File: config.mk
export PLATFORM = sky130hd
export DESIGN_NAME = apb_arbiter_master
export DESIGN_NICKNAME = d
export VERILOG_FILES = /design/src/rtl/apb_arbiter_master.sv
export SDC_FILE = /design/constraint.sdc
export NUM_CORES = 1
export LEC_CHECK = 0
export BUFFER_PORTS_ARGS = -buffer_cell sky130_fd_sc_hd__buf_4
export CAP_MARGIN = 0
export CORE_AREA = 2 2 135 137
export CTS_CLUSTER_SIZE = 12
export DETAILED_ROUTE_END_ITERATION = 16
export DIE_AREA = 0 0 137 139
export PLACE_DENSITY = 0.77
export SYNTH_ARGS = -nofsm -noshare
export SYNTH_HDL_FRONTEND = slang
export SYNTH_SLANG_ARGS = --single-unit
File: constraint.sdc
create_clock -name pclk -period 2 [get_ports pclk]
set_input_delay 0.3 -clock pclk [delete_from_list [all_inputs] [get_ports pclk]]
set_output_delay 0.3 -clock pclk [all_outputs]
set_load 0.05 [all_outputs]
File: src/rtl/apb_arbiter_master.sv
// Round-robin arbiter for two requesters in front of an APB master with a GPIO and a UART slave.
// Each grant runs one complete APB transfer (or reports a decode-miss error) before the next grant.
module apb_arbiter_master #(
    parameter int unsigned TIMEOUT   = 16,
    parameter logic [19:0] GPIO_BASE = 20'h40000,
    parameter logic [19:0] UART_BASE = 20'h40001
) (
    input  logic        pclk,
    input  logic        rst,
    input  logic        req0_valid,
    input  logic        req0_write,
    input  logic [31:0] req0_addr,
    input  logic [31:0] req0_wdata,
    input  logic [3:0]  req0_strb,
    output logic        req0_ready,
    output logic        req0_done,
    output logic [31:0] req0_rdata,
    output logic        req0_err,
    input  logic        req1_valid,
    input  logic        req1_write,
    input  logic [31:0] req1_addr,
    input  logic [31:0] req1_wdata,
    input  logic [3:0]  req1_strb,
    output logic        req1_ready,
    output logic        req1_done,
    output logic [31:0] req1_rdata,
    output logic        req1_err,
    output logic [31:0] paddr,
    output logic        pwrite,
    output logic [31:0] pwdata,
    output logic [3:0]  pstrb,
    output logic        penable,
    output logic        psel_gpio,
    output logic        psel_uart,
    input  logic        pready_gpio,
    input  logic        pready_uart,
    input  logic [31:0] prdata_gpio,
    input  logic [31:0] prdata_uart,
    input  logic        pslverr_gpio,
    input  logic        pslverr_uart,
    output logic [1:0]  dbg_state
);

    localparam int unsigned   CW       = (TIMEOUT > 1) ? $clog2(TIMEOUT) : 1;
    localparam logic [CW-1:0] CNT_LAST = CW'(TIMEOUT - 1);

    typedef enum logic [1:0] {
        IDLE   = 2'd0,
        SETUP  = 2'd1,
        ACCESS = 2'd2,
        RESP   = 2'd3
    } state_t;

    state_t        state_q, state_d;
    logic          gnt_q, last_q;
    logic          sel_gpio_q, sel_uart_q;
    logic [CW-1:0] cnt_q;

    logic          req_any, gnt_idx, grant;
    logic [31:0]   sel_addr;
    logic          hit_gpio, hit_uart;
    logic          slv_ready, slv_err;
    logic [31:0]   slv_rdata;
    logic          res_load, res_idx, res_err;
    logic [31:0]   res_rdata;

    // Handshake: reqN_ready is a combinational accept in IDLE; the request is
    // consumed on the rising edge where valid and ready are both high.
    assign req_any   = req0_valid | req1_valid;
    assign gnt_idx   = (req0_valid && req1_valid) ? ~last_q : req1_valid;
    assign sel_addr  = gnt_idx ? req1_addr : req0_addr;
    assign hit_gpio  = (sel_addr[31:12] == GPIO_BASE);
    assign hit_uart  = !hit_gpio && (sel_addr[31:12] == UART_BASE);

    // Only the selected slave's response is looked at.
    assign slv_ready = (sel_gpio_q & pready_gpio)  | (sel_uart_q & pready_uart);
    assign slv_err   = (sel_gpio_q & pslverr_gpio) | (sel_uart_q & pslverr_uart);
    assign slv_rdata = sel_gpio_q ? prdata_gpio : prdata_uart;

    always_comb begin
        state_d   = state_q;
        grant     = 1'b0;
        res_load  = 1'b0;
        res_idx   = gnt_q;
        res_err   = 1'b0;
        res_rdata = '0;
        case (state_q)
            IDLE: begin
                if (req_any) begin
                    grant   = 1'b1;
                    res_idx = gnt_idx;
                    if (hit_gpio || hit_uart) begin
                        state_d = SETUP;
                    end else begin
                        state_d  = RESP;
                        res_load = 1'b1;
                        res_err  = 1'b1;
                    end
                end
            end
            SETUP:  state_d = ACCESS;
            ACCESS: begin
                if (slv_ready) begin
                    state_d   = RESP;
                    res_load  = 1'b1;
                    res_err   = slv_err;
                    res_rdata = pwrite ? '0 : slv_rdata;
                end else if (cnt_q == CNT_LAST) begin
                    state_d  = RESP;
                    res_load = 1'b1;
                    res_err  = 1'b1;
                end
            end
            RESP:    state_d = IDLE;
            default: state_d = IDLE;
        endcase
    end

    always_ff @(posedge pclk or negedge rst) begin
        if (!rst) begin
            state_q <= IDLE;
            cnt_q   <= '0;
        end else begin
            state_q <= state_d;
            cnt_q   <= (state_q == ACCESS && state_d == ACCESS) ? cnt_q + CW'(1) : '0;
        end
    end

    // last_q resets to 1 so requester 0 wins the first contested grant.
    always_ff @(posedge pclk or negedge rst) begin
        if (!rst) begin
            gnt_q      <= 1'b0;
            last_q     <= 1'b1;
            sel_gpio_q <= 1'b0;
            sel_uart_q <= 1'b0;
            paddr      <= '0;
            pwrite     <= 1'b0;
            pwdata     <= '0;
            pstrb      <= '0;
        end else if (grant) begin
            gnt_q      <= gnt_idx;
            last_q     <= gnt_idx;
            sel_gpio_q <= hit_gpio;
            sel_uart_q <= hit_uart;
            paddr      <= sel_addr;
            pwrite     <= gnt_idx ? req1_write : req0_write;
            pwdata     <= gnt_idx ? req1_wdata : req0_wdata;
            pstrb      <= gnt_idx ? req1_strb  : req0_strb;
        end
    end

    always_ff @(posedge pclk or negedge rst) begin
        if (!rst) begin
            req0_rdata <= '0;
            req0_err   <= 1'b0;
            req1_rdata <= '0;
            req1_err   <= 1'b0;
        end else if (res_load) begin
            if (res_idx) begin
                req1_rdata <= res_rdata;
                req1_err   <= res_err;
            end else begin
                req0_rdata <= res_rdata;
                req0_err   <= res_err;
            end
        end
    end

    assign req0_ready = rst & grant & ~gnt_idx;
    assign req1_ready = rst & grant & gnt_idx;
    assign req0_done  = (state_q == RESP) & ~gnt_q;
    assign req1_done  = (state_q == RESP) & gnt_q;
    assign psel_gpio  = sel_gpio_q & (state_q == SETUP || state_q == ACCESS);
    assign psel_uart  = sel_uart_q & (state_q == SETUP || state_q == ACCESS);
    assign penable    = (state_q == ACCESS) & (sel_gpio_q | sel_uart_q);
    assign dbg_state  = state_q;

endmodule
; Word level (Yosys, flattened, before mapping)
; Cells that the tools add are included.
[word_totals]
regBits = 145
latchBits = 0
mem_bits_rw = 0
romBits = 0
word_cells = 77
n_memories = 0
[classes]
addsub = 1
multipliers = 0
div = 0
magnitude_cmp = 0
n_eq_ne = 7
shift = 0
mux = 26
bitwise_logic = 20
n_reduce_logical = 9
[op_table]
columns = operator, n
row1 = 32-bit 2-to-1 mux, 6
row2 = 20-bit by 19-bit == test with 1-bit output (second input constant), 2
row3 = 1-bit AND, 12
row4 = 1-bit 2-to-1 mux, 11
row5 = 2-bit 2-to-1 mux, 4
row6 = 4-bit 2-to-1 mux, 2
row7 = 2-bit case mux with 4 select lines, 1
row8 = 2-bit == test (second input constant), 3
row9 = 4-bit by 1-bit adder with 4-bit output (second input constant), 1
row10 = 4-bit == test (second input constant), 1
row11 = 1-bit inverter, 4
row12 = 1-bit bitwise OR, 4
row13 = 1-bit case mux with 2 select lines, 2
row14 = 2-bit AND reduction, 2
row15 = 1-bit logical AND, 3
row16 = 2-bit by 1-bit == test with 1-bit output (second input constant), 1
row17 = 2-bit zero test, 1
row18 = 1-bit logical OR, 2
row19 = 1-bit zero test, 1

; Depth between registers and ports, before layout
[depth]
word_depth = 13
ltp_mapped = 10
mapped_depth_nobuf = 8

; Worst setup path before layout
; OpenSTA, ideal clock, no wires.
[synth_timing]
path_type = flip-flop to output port
from = reg state_q[0], in the netlist dbg_state[0]
to = out req0_ready
arrival_time_ns = 2.817
t_required_ns = 1.700
path_slack_ns = -1.117
stages_incl_launch_ff = 7
n_path_buf = 2
cell_sequence = dfrtp_1 > inv_1 > ha_1 > o21ai_1 > clkbuf_1 > clkbuf_1 > nor3b_1
[synth_between]
elab_chain_len = 4
[synth_rtl]
columns = element, line_no
row1 = from (decl), 54  ; state_t state_q, state_d;
row2 = from (signal assigned), 124  ; state_q <= state_d;
row3 = 2-bit zero test, 87  ; case (state_q)
row4 = 1-bit 2-to-1 mux, 87
row5 = 1-bit AND (2 in a row), 169  ; assign req0_ready = rst & grant & ~gnt_idx;
row6 = to (decl), 15  ; output logic req0_ready,
; Every way passes these cells.

; Worst setup path in the final report
; Same ends and word-level chain as after synthesis.

==> results.toml <==
[clock_tree]
cts_buffers = 17
htreeDepth = 4
clock_path_buffers = 2
clock_latency_ns = 0.41
clock_sinks = 145
root_buffer = "clkbuf_16"
path_clk_slew_ns = 0.05
tritoncts = "yes"

[floorplanning]
placementRows = 49
initial_core_util = 0.424
die_w_um = 137
die_h_um = 139
io_pins = 354
dieArea_mm2 = 0.0190
core-area_mm2 = 0.0177

[place]
hpwlAfterDp_um = 17700
place.gp.congestion = 0.868
portBuffers = 353
pre_cts_ws_ns = 0.0472
placed_cells = 1355
dpl_cell_area_mm2 = 0.0105

[sta]
fin_crit_sh = 0.964
finalHoldViolCount = 0
slew_headroom = 0.507
drv_slew = 0
fin_ws_ns = 0.0711
fin_tns_setup_ns = 0
fin_skew_ns = 0.00477
max_freq_mhz = 518
min_period_ns = 1.93
setup_viol = 0
grt_setup_unrepaired = "true"
tightest_slew_ns = 0.739
timing.hold.ws_ns = 0.126

[worst_setup_path]
startpoint_type = "flip-flop"
crit_fanout = 6
crit_arrival_ns = 1.63
r2r_cells = 7
path_delay_family = "flip-flops"
crit_path_cell_trace = "inv_2 > ha_4 > o21ai_4 > nor3b_4 > buf_6"
max_stage_delay_ns = 0.43
crit_cells = 5
worstSetupPathType = "reg2out"
rr_endpoint = "req1_rdata[23]"
worst_setup_path_end_kind = "output pin"
startpoint = "dbg_state[0]"
r2r-start = "last_q"
cp_slowest_cell = "dfrtp_2"
rrSetupSlack_ns = 0.08
worst-path-buf-inv = 2
cp-endpoint = "req0_ready"
worstPathRequired_ns = 1.70

[pwr]
vdd_drop_max_mv = 1.23
pwr-share-seq = 0.286
p_int_mw = 7.77
p_per_area_mw_per_mm2 = 1300
leakage_nw = 5.22
p_clk_frac = 0.204
p_total_mw = 14.4
power.share.switching = 0.462
power.switching_mw = 6.68
pwr-share-comb = 0.510

[synth]
synth_cell_types = 45
synth_cells = 818
synth_area_leader_cell = "dfrtp_1"
synthTopCellsByCount = "144 x dfrtp_1, 135 x nand2_1, 70 x o21ai_0, 69 x mux2i_1, 68 x nor3_1"
synth_seq_cells = 145
netlist.area_leader.share = 0.481
synthFlopType = "dfrtp_1"
synth.area.mux_share = 0.140
synth.most_common_cell = "dfrtp_1"
synth_edf_count = 0
seq_area_frac_synth = 0.485
synthAdderAreaFrac = 0.00835
synth_xor_area_frac = 0.00234
synth_top_family_by_area = "simple AND/OR/NAND/NOR gates"
avgSynthCellArea_um2 = 9.16
synthArstFlopShare = 1.00
synthTopCellsByArea = "dfrtp_1 48%, mux2i_1 9.2%, nand2_1 6.8%, mux2_2 4.8%, o21ai_0 4.7%"
syn_area_mm2 = 0.00749
yosysWarnings = 0
synth_nets = 1033
synth_compound_area_frac = 0.157
synthSimpleGateAreaFrac = 0.163

[layout]
finalNetCount = 1363
drive_above_1_share = 0.393
final_cells = 1390
final_util = 0.629
final_cell_area_mm2 = 0.0111
multi_input_area_mm2 = 0.00359
fillers = 1521
register_area_mm2 = 0.00363
syn_to_final_growth_pct = 48.3

[global_routing]
antenna_found_initial = 0
met3_usage = 0.0662
grtUsageMet2 = 0.393
grt_usage = 0.249
use_met1 = 0.322
grt.busiest_layer = "met2"
grt-ovfl-total = 0
grt_pass1_vias = 7044
grt_first_pass_wirelength_um = 37000
grt_start_max_net_pins = 136

[drt]
drc = 0
routed_via_density = 5.25
ant_nets = 0
wl_um = 24000
drt-wirelength-per-cell_um = 17.2
drt_first_iter_violations = 472
num_vias = 7291
dr.pass1.iters = 5

[status]
status = "finished, final reports clean"

[min_path]
hp-class = "in2reg"
min_path_cells = 2

[job]
cap_violations = 0
-- cell type report --
class / instances / share of cell area
flip-flops and latches: 145 / 0.327
multi-input cells: 598 / 0.323
repair buffers: 382 / 0.274
inverters: 4 / 0.00135
clock inverters: 6 / 0.00518
clock buffers: 25 / 0.0428
diodes: 1 / 0.000225
well taps: 229 / 0.0258
-- power by group through the flow --
stage	logic (mW)	clock network [mW]	registers, mW
final	7.37	2.95	4.13
after global routing	7.81	3.13	4.23
after CTS	7.39	3.01	4.12
after detailed placement	7.35	0	4.17
after global placement	7.28	0	4.14
after floorplan	2.36	0	6.55
-- how the worst min path moves through the flow --
stage                          start  slack, ns        end
after floorplan                  rst      0.004   cnt_q[0]
after global placement           rst       0.13   pstrb[2]
after detailed placement         rst       0.13  paddr[25]
after CTS                 req0_valid       0.12     last_q
after global routing      req0_valid       0.13     last_q
final                     req0_valid       0.13     last_q
-- flip-flops by register name, summed over array words and instances (netlist names), 2 cells and up --
name	flops
req1_rdata	32
pwdata	32
req0_rdata	32
pstrb	4
dbg_state	2
cnt_q	4
paddr	32
-- placed cells by master, fill, tap and decap left out, drive strengths merged, types with 2 or more instances in the layout --
| master | count |
|---|---|
| dfrtp | 144 |
| nor2 | 11 |
| nor4 | 4 |
| nand3 | 34 |
| mux2 | 32 |
| nor3 | 68 |
| clkinv | 4 |
| a21o | 2 |
| nor2b | 3 |
| a22oi | 2 |
| clkbuf | 25 |
| o21bai | 2 |
| o22a | 3 |
| buf | 381 |
| a21oi | 66 |
| and2 | 3 |
| nand4b | 2 |
| ha | 5 |
| nand4 | 4 |
| o21ai | 138 |
| nor4b | 2 |
| inv | 4 |
| mux2i | 69 |
| a22o | 2 |
| nand2 | 135 |
-- what timing repair did --
action                                  in CTS  in global routing
resized for setup                            4                  1
endpoints found under the setup margin       3                  2
pin swaps                                    1                  2
hold buffers                                 1                  0
endpoints found under the hold margin       10                  0
buffers inserted                             1                  1
-- cells by family after synthesis --
kind of cell,Yosys count
adders and majority gates,5
DFF,145
muxes,101
AOI/OAI and AO/OA,220
xor gates and xnor gates,2
buffers and inverters,75
and+or+nand+nor,270
-- routing by layer --
metal / vias to the layer above / wire length [um]
met5: - / 0
met3: 53 / 1550
met4: 0 / 806
met2: 257 / 11700
met1: 3421 / 9930
li1: 3560 / -
(Power assumes the default switching activity.)
